File: src/rtl/custom_adder_seq.sv
// Multi-cycle A +/- zext(B), CHUNK bits per RUN cycle with ripple carry; one RUN cycle per chunk, early exit once B is consumed.
// Valid/ready on both sides; accepts in IDLE only and holds the result in DONE until out_ready.
module custom_adder_seq #(
  parameter int A_WIDTH    = 55,
  parameter int B_WIDTH    = 7,
  parameter int CHUNK      = 8,
  parameter int EARLY_EXIT = 1
) (
  input  logic               clk,
  input  logic               rst_n,
  input  logic               in_valid,
  output logic               in_ready,
  input  logic [A_WIDTH-1:0] a,
  input  logic [B_WIDTH-1:0] b,
  input  logic               sub,
  output logic               out_valid,
  input  logic               out_ready,
  output logic [A_WIDTH:0]   sum
);

  localparam int NCHUNK = (A_WIDTH + CHUNK - 1) / CHUNK;
  localparam int NB     = (B_WIDTH + CHUNK - 1) / CHUNK;
  localparam int IDXW   = (NCHUNK > 1) ? $clog2(NCHUNK) : 1;
  localparam logic [A_WIDTH-1:0] ONES = '1;
  localparam logic [A_WIDTH:0]   ONE  = (A_WIDTH+1)'(1);

  typedef enum logic [1:0] {IDLE = 2'd0, RUN = 2'd1, DONE = 2'd2} state_t;

  state_t state;
  state_t state_next;

  logic [A_WIDTH-1:0] a_r;
  logic [B_WIDTH-1:0] b_r;
  logic               sub_r;
  logic               carry_r;
  logic [IDXW-1:0]    idx_r;
  logic [A_WIDTH:0]   sum_r;

  logic [A_WIDTH-1:0] bx;
  logic [A_WIDTH-1:0] low_w;
  logic [A_WIDTH-1:0] chunk_mask;
  logic [A_WIDTH-1:0] cum_mask;
  logic [A_WIDTH-1:0] sa;
  logic [A_WIDTH-1:0] sb;
  logic [A_WIDTH-1:0] sum_chunk;
  logic [A_WIDTH-1:0] sum_final;
  logic [A_WIDTH:0]   s;
  logic [31:0]        off;
  logic [31:0]        w;
  logic               carry_next;
  logic               last;

  // Chunk idx is isolated with masks so the narrower final chunk needs no special datapath.
  assign bx         = sub_r ? ~A_WIDTH'(b_r) : A_WIDTH'(b_r);
  assign off        = 32'(idx_r) * 32'(CHUNK);
  assign w          = (32'(A_WIDTH) - off < 32'(CHUNK)) ? 32'(A_WIDTH) - off : 32'(CHUNK);
  assign low_w      = ~(ONES << w);
  assign chunk_mask = low_w << off;
  assign cum_mask   = ~(ONES << (off + w));
  assign sa         = (a_r >> off) & low_w;
  assign sb         = (bx >> off) & low_w;
  assign s          = {1'b0, sa} + {1'b0, sb} + {{A_WIDTH{1'b0}}, carry_r};
  assign carry_next = |(s & (ONE << w));
  assign sum_chunk  = (sum_r[A_WIDTH-1:0] & ~chunk_mask) | ((s[A_WIDTH-1:0] << off) & chunk_mask);
  // Above the last processed chunk the carry equals sub, so A passes through unchanged.
  assign sum_final  = (sum_chunk & cum_mask) | (a_r & ~cum_mask);
  assign last       = (idx_r == IDXW'(NCHUNK - 1)) ||
                      ((EARLY_EXIT != 0) && (32'(idx_r) + 32'd1 >= 32'(NB)) && (carry_next == sub_r));

  always_ff @(posedge clk or negedge rst_n) begin
    if (!rst_n) state <= IDLE;
    else        state <= state_next;
  end

  always_comb begin
    state_next = state;
    case (state)
      IDLE:    if (in_valid)  state_next = RUN;
      RUN:     if (last)      state_next = DONE;
      DONE:    if (out_ready) state_next = IDLE;
      default:                state_next = IDLE;
    endcase
  end

  always_comb begin
    in_ready  = (state == IDLE);
    out_valid = (state == DONE);
  end

  always_ff @(posedge clk or negedge rst_n) begin
    if (!rst_n) begin
      a_r     <= '0;
      b_r     <= '0;
      sub_r   <= 1'b0;
      carry_r <= 1'b0;
      idx_r   <= '0;
      sum_r   <= '0;
    end else if (state == IDLE && in_valid) begin
      a_r     <= a;
      b_r     <= b;
      sub_r   <= sub;
      carry_r <= sub;
      idx_r   <= '0;
    end else if (state == RUN) begin
      if (last) begin
        sum_r <= {carry_next ^ sub_r, sum_final};
      end else begin
        sum_r[A_WIDTH-1:0] <= sum_chunk;
        idx_r              <= IDXW'(32'(idx_r) + 32'd1);
        carry_r            <= carry_next;
      end
    end
  end

  assign sum = sum_r;

endmodule

File: config.mk
export PLATFORM = sky130hd
export DESIGN_NAME = custom_adder_seq
export DESIGN_NICKNAME = d
export VERILOG_FILES = /design/src/rtl/custom_adder_seq.sv
export SDC_FILE = /design/constraint.sdc
export NUM_CORES = 1
export LEC_CHECK = 0
export CAP_MARGIN = 5
export CORE_MARGIN = 1
export CORE_UTILIZATION = 50
export CTS_CLUSTER_DIAMETER = 120
export CTS_CLUSTER_SIZE = 10
export DETAILED_ROUTE_END_ITERATION = 7
export PLACE_DENSITY = 0.77
export SETUP_SLACK_MARGIN = 0.05
export SLEW_MARGIN = 20
export SYNTH_ARGS = -nofsm -noshare
export SYNTH_HDL_FRONTEND = slang
export SYNTH_SLANG_ARGS = --single-unit
File: constraint.sdc
create_clock -name clk -period 5.2 [get_ports clk]
set_input_delay 1.3 -clock clk [delete_from_list [all_inputs] [get_ports clk]]
set_output_delay 1.3 -clock clk [all_outputs]
set_load 0.02 [all_outputs]
==> metrics.csv, run 1 <==
stage,metric,value,unit
hold_path,min-delay src,sum[47]$_DFFE_PN0P_,
detailed_routing,Remaining DRCs,0,
synthesis,Synth cell types,71,
run,Max Cap Violations,0,
sta,Slew headroom,40.8,%
setup_path,cell mode on critical path,fa_1,
setup_path,Worst path max stage delay,0.59,ns
floorplan,number of cell rows,46,
floorplan,die outline height,131,µm
synthesis,"Cell Area, Synth",8330,µm²
sta,Max Clk Rate,0.200,GHz
floorplan,core area,16100,µm²
pwr,maximum VDD drop,0.000458,V
layout,most frequent cells in the layout,"dfrtp_1, clkdlybuf4s50_1, a21oi_1",
synthesis,Mapped Cells,881,
grt,vias in the first global route,7429,
floorplan,initial core utilization,51.9,%
detailed_routing,WL/cell,21.3,µm
synthesis,"Primary FF master, synth",dfrtp_1,
pwr,switch share,48.9,%
clocking,Num CTS Buffers,17,
pwr,internal power,4010,µW
placement,routability cong.,0.975,
layout,final cell count without fillers,1280,
detailed_routing,DRT Pass-1 Iters,8,
synthesis,average cell area after synthesis,9.45,µm²
grt,gr usage total,32.8,%
clocking,CTS Buffer Depth,2,
grt,largest net degree at the start of global routing,126,
pwr,combinational power share,59.5,%
sta,final worst path period need,5.01,ns
sta,skew final,0.00836,ns
pwr,PwrDens,739,nW/µm²
setup_path,CP max stage cell,dfrtp_1,
setup_path,critical path class,reg2reg,
sta,final setup violation count,0,
setup_path,Critical Path Fanout Max,12,
sta,RSZ-0062 raised after global routing,true,
clocking,CTS tree,yes,
detailed_routing,starting DRC count in detailed routing,927,
layout,fin util,66.2,%
setup_path,"Cell Chain, Critical Path",inv_1 -> nor3_1 -> a211oi_1 -> fa_1 -> fa_1 -> a21o_1 -> a221oi_2 -> o31ai_4 -> xnor2_4 -> mux2i_2 -> or3_1 -> nand3_1 -> o22ai_1 -> a21oi_1,
synthesis,#FFs+latches synth,125,
synthesis,register area share after synthesis,37.6,%
layout,Area Growth Syn to Fin,27.6,%
detailed_routing,Routed Antenna Nets,0,
clocking,CTS Root Cell,clkbuf_16,
synthesis,Synth warnings,0,
synthesis,ys async rst share,100,%
setup_path,worst reg-to-reg path cell count,14,
pwr,Psw,3840,µW
clocking,Skew-Pair Late Insertion Delay,0.43,ns
grt,first-pass GRT wire length,41.4,mm
clocking,clock-pin slew on the worst setup and hold paths,0.06,ns
detailed_routing,Total Routed Length,27.2,mm
layout,nets@finish,1162,
setup_path,Worst EP arrival,5.31,ns
detailed_routing,via density per instance,6.16,
hold_path,WHS Path Cells,1,
hold_path,hold crit path type,reg2reg,
sta,Worst Tran Pin Value,0.888,ns
outcome,outcome,finished clean,
layout,ratio of cells with drive above 1 in the final layout,14.1,%
setup_path,worst reg2reg startpoint,sub_r$_DFFE_PN0P_,
detailed_routing,vias,7889,
placement,PortBufs,124,
layout,"commonest non-fill, non-tap cell in the layout",dfrtp_1,
clocking,Post-CTS Setup Repair Bufs,0,
placement,placed wire-length estimate,20.7,mm
pwr,Seq pwr share,24.8,%
pwr,Clock power frac,15.7,%
floorplan,die width,131,µm
clocking,H-tree levels,4,
floorplan,num ports,125,
floorplan,die area,17200,µm²
placement,DP Cell Count,1248,
pwr,P_leak,0.00469,µW
sta,Max Slew Vio Count,0,
setup_path,CP required,5.50,ns
synthesis,Post-synth EDFFs,0,
sta,Final period util,96.4,%
setup_path,CP startpoint kind,register,
grt,initial antenna violation count,0,
layout,ANT cells,0,
clocking,Clock Sink Count,125,
sta,Fin Setup TNS,0,ns
setup_path,Crit. Startpoint,sub_r$_DFFE_PN0P_,
grt,Overflow after GRT,0,
setup_path,crit end category,register,
sta,Hold Fails Final Rpt,0,
routing by layer:
layer	track usage (%)	wire [µm]	vias to the layer above
met5	0	0	-
met4	14.2	885	0
met3	8.52	2400	73
met2	49.2	12200	399
met1	44.6	11700	3834
li1	-	-	3583
critical path: cells and delay by family, from the launching register on:
family                   cells  cell delay (ns)
flip-flops                   1             0.59
multiplexers                 1             0.43
XOR/XNOR                     1             0.19
AND/OR/NAND/NOR              3             1.25
buffers and inverters        1             0.25
adder cells (fa/ha/maj)      2             0.86
AO/OA/AOI/OAI                6             1.32
registers in the layout (all words and copies together), names as in the netlist:
register  flops
a_r          55
b_r           7
idx_r         3
sub_r         1
sum          56
carry_r       1
state         2
power groups by stage:
stage	Clock (µW)	Combinational (µW)	Sequential (µW)
after global routing	1280	4940	1980
after detailed placement	0	4430	1930
final	1230	4670	1950
after CTS	1240	4460	1930
after floorplan	0	2840	1900
after global placement	0	4380	1930
cells by family after synthesis:
group / after synthesis / share of synthesized area (%)
XOR/XNOR: 26 / 2.96
AND/OR/NAND/NOR: 248 / 13.7
buffers and inverters: 74 / 3.53
other: 2 / 0.0902
flip-flops: 125 / 37.6
multiplexers: 93 / 13.4
AO/OA/AOI/OAI: 269 / 22.0
adder cells (fa/ha/maj): 44 / 6.79
repair_timing:
action / in CTS / in global routing
hold endpoints to repair: 0 / 0
gates resized for setup: 0 / 3
setup endpoints to repair: 0 / 29
hold buffers: 0 / 0
cell type report:
| type | count | area (µm²) |
|---|---|---|
| flip-flops and latches | 125 | 3130 |
| multi-input cells | 735 | 5120 |
| inverters | 27 | 101 |
| clock buffers | 19 | 443 |
| clock inverters | 13 | 158 |
| fillers | 1327 | 5430 |
| repair buffers | 145 | 1410 |
| well taps | 216 | 270 |
Yosys cell counts, types with 9 or more instances:
cell type	n	area, µm²
nand2_1	76	285
nor2_1	70	263
dfrtp_1	125	3130
a221o_1	9	90.1
a211oi_1	18	135
buf_1	9	33.8
a21oi_1	79	395
a21o_1	24	180
nand3_1	30	150
ha_1	42	526
and3_1	16	100
mux2i_1	19	190
mux2_2	65	732
nand2b_1	9	56.3
o221ai_1	11	96.3
o22ai_1	16	100
o21ai_0	40	200
clkbuf_1	32	120
inv_1	27	101
xor2_1	11	96.3
xnor2_1	14	123
nor3_1	19	95.1
stage by stage:
step / setup WS [ns] / area (µm²) / power, µW / hold slack, ns
after detailed placement: 0.247 / 10000 / 6360 / 0.517
final: 0.188 / 10600 / 7850 / 0.524
after CTS: 0.193 / 10600 / 7620 / 0.531
after global routing: 0.00216 / 10600 / 8190 / 0.543
after global placement: 0.387 / 10000 / 6310 / 0.479
after floorplan: 0.343 / 8530 / 4740 / 0.485
worst paths after layout:
kind                                        to  slack, ns
setup reg to reg           sum[18]$_DFFE_PN0P_       0.19
max in group asynchronous  a_r[26]$_DFFE_PN0P_       3.69
min in group asynchronous  a_r[15]$_DFFE_PN0P_       0.93
setup / recovery           sum[18]$_DFFE_PN0P_       0.19
hold / removal             sum[47]$_DFFE_PN0P_       0.52
hold reg to reg            sum[47]$_DFFE_PN0P_       0.52
Power figures use the tool's default switching activity.
==> run 2, diff against run 1 <==
- ABC_CLOCK_PERIOD_IN_PS: unset -> 5200
- SETUP_SLACK_MARGIN: 0.05 -> unset
==> results of run 2 <==
The final DEF is identical to that of run 1. Status: finished clean.
==> run 3, diff against run 2 <==
- RECOVER_POWER: unset -> 50
==> run 3 against run 2 <==
The flow now finishes with violations (design-rule violations, max-capacitance violations, max-slew violations). Worst hold slack about the same. Highest routed layer unchanged. Core utilization shrank 0.10 points. Largest cell class unchanged. Critical path type unchanged. Non-clock buffer count did not move. Critical endpoint unchanged.
==> metrics.csv, run 3 (same netlist as run 1, synthesis figures left out) <==
stage,metric,value,unit,change
outcome,outcome,"finished, violations left",,
floorplan,number of cell rows,46,,unchanged
layout,"commonest non-fill, non-tap cell in the layout",dfrtp_1,,
floorplan,initial core utilization,51.9,%,unchanged
layout,nets@finish,1162,,unchanged
clocking,CTS Root Cell,clkbuf_16,,
clocking,Post-CTS Setup Repair Bufs,0,,unchanged
clocking,Post-CTS Hold Buffers,0,,unchanged
floorplan,core area,16100,µm²,unchanged
detailed_routing,via density per instance,6.15,,-0.23%
floorplan,num ports,125,,unchanged
detailed_routing,Remaining DRCs,1,,+1
sta,Max Clk Rate,0.200,GHz,about the same
floorplan,die outline height,131,µm,unchanged
pwr,PwrDens,738,nW/µm²,-0.16%
grt,first-pass GRT wire length,41.4,mm,unchanged
sta,final setup violation count,0,,unchanged
pwr,Seq pwr share,24.9,%,about the same
pwr,internal power,3990,µW,-0.63%
clocking,clock-pin slew on the worst setup and hold paths,0.06,ns,about the same
clocking,CTS Buffer Depth,2,,unchanged
outcome,failing checks,"design-rule violations, max-capacitance violations, max-slew violations",,
placement,placed wire-length estimate,20.7,mm,unchanged
sta,Max Slew Vio Count,126,,+126
setup_path,critical path class,reg2reg,,
sta,Final period util,96.4,%,about the same
pwr,Total Power,7830,µW,-0.31%
sta,Slew headroom,-108,%,-150 points
layout,max reg flops,56,,unchanged
sta,final worst path period need,5.01,ns,-0.00210 ns
detailed_routing,Total Routed Length,27.2,mm,unchanged
pwr,P_leak,0.00470,µW,+0.25%
pwr,switch share,49.1,%,+0.16 points
clocking,H-tree levels,4,,unchanged
pwr,Clock power frac,15.8,%,about the same
pwr,combinational power share,59.4,%,about the same
setup_path,CP startpoint kind,register,,
clocking,Clock Sink Count,125,,unchanged
detailed_routing,starting DRC count in detailed routing,922,,-0.54%
grt,Overflow after GRT,0,,unchanged
floorplan,die width,131,µm,unchanged
clocking,Skew-Pair Late Insertion Delay,0.43,ns,about the same
setup_path,CP required,5.50,ns,about the same
setup_path,Critical Path Fanout Max,12,,unchanged
floorplan,die area,17200,µm²,unchanged
detailed_routing,vias,7871,,-0.23%
layout,multi-input logic area,5120,µm²,about the same
layout,ratio of cells with drive above 1 in the final layout,14.0,%,-0.094 points
hold_path,hold crit path type,reg2reg,,
detailed_routing,DRT Pass-1 Iters,7,,-1
sta,RSZ-0062 raised after global routing,false,,
placement,PortBufs,124,,unchanged
layout,most frequent cells in the layout,"dfrtp_1, clkdlybuf4s50_1, a21oi_1",,
clocking,CTS resizes,0,,unchanged
grt,largest net degree at the start of global routing,126,,unchanged
run,Max Cap Violations,1,,+1
layout,register area,3130,µm²,unchanged
layout,Area Growth Syn to Fin,27.4,%,
sta,skew final,0.00835,ns,-0.0000110 ns
sta,Fin Setup TNS,0,ns,unchanged
detailed_routing,WL/cell,21.3,µm,unchanged
clocking,CTS tree,yes,,
layout,ANT cells,0,,unchanged
placement,routability cong.,0.975,,unchanged
sta,Hold Fails Final Rpt,0,,unchanged
pwr,Psw,3840,µW,about the same
grt,initial antenna violation count,0,,unchanged
layout,Layout fillers,1330,,+0.23%
pwr,maximum VDD drop,0.000457,V,about the same
sta,Worst Tran Pin Value,3.12,ns,+2.23 ns
detailed_routing,Routed Antenna Nets,0,,unchanged
grt,vias in the first global route,7429,,unchanged
setup_path,crit end category,register,,
setup_path,Worst EP arrival,5.31,ns,about the same
clocking,Num CTS Buffers,17,,unchanged
grt,gr usage total,32.8,%,unchanged
-- run 3: changes by cell type in the layout (fill, tap and decap cells not counted), sizes merged --
cell,delta
clkbuf,+2
buf,-2
dlygate4sd3,+22
clkdlybuf4s50,-22
-- run 3: stage by stage --
step	area [µm²]	std cells	worst slack, ns	hold slack [ns]	util, %
finish	10600	1280	0.190	0.524	66.1
global route	10600	1280	0.00216	0.543	66.1
CTS	10600	1280	0.193	0.531	66.1
detailed placement	10000	1248	0.247	0.517	62.4
global placement	10000	1248	0.387	0.479	62.4
floorplan	8530	934	0.343	0.485	-
-- run 3: worst paths after layout --
check                                           end  cells past startpoint  slack, ns                start
worst max register to register  sum[18]$_DFFE_PN0P_                     14       0.19    sub_r$_DFFE_PN0P_
worst min register to register  sum[47]$_DFFE_PN0P_                      1       0.52  sum[47]$_DFFE_PN0P_
max in group asynchronous       a_r[26]$_DFFE_PN0P_                      2       1.37                rst_n
worst max-delay path            sum[18]$_DFFE_PN0P_                     14       0.19    sub_r$_DFFE_PN0P_
min in group asynchronous       a_r[15]$_DFFE_PN0P_                      2       1.95                rst_n
worst min-delay path            sum[47]$_DFFE_PN0P_                      1       0.52  sum[47]$_DFFE_PN0P_
-- run 3: power by group through the flow --
stage	sequential [µW]	clock (µW)	combinational (µW)
final	1950	1230	4650
after global routing	1980	1280	4910
after CTS	1930	1240	4460
after detailed placement	1930	0	4430
after global placement	1930	0	4380
after floorplan	1900	0	2840
-- run 3: layer usage --
metal	vias to the layer above	global-route usage, %	part of all wire (%)
met3	63	8.52	8.7
met5	-	0	0
met2	400	49.2	45
li1	3583	-	-
met1	3825	44.6	43
met4	0	14.2	3.1
-- run 3: layout make-up --
type	instances	share of cell area, %
flip-flops and latches	125	29.5
clock inverters	13	1.49
repair buffers	145	13.1
well taps	216	2.55
inverters	27	0.955
multi-input cells	735	48.2
clock buffers	19	4.17
-- run 3: critical path, cell delays in order, from the launching register on --
cell	delay, ns
dfrtp_1	0.59
inv_1	0.25
nor3_1	0.32
a211oi_1	0.14
fa_1	0.43
fa_1	0.43
a21o_1	0.22
a221oi_2	0.48
o31ai_4	0.13
xnor2_4	0.19
mux2i_2	0.43
or3_1	0.49
nand3_1	0.45
o22ai_1	0.29
a21oi_1	0.06
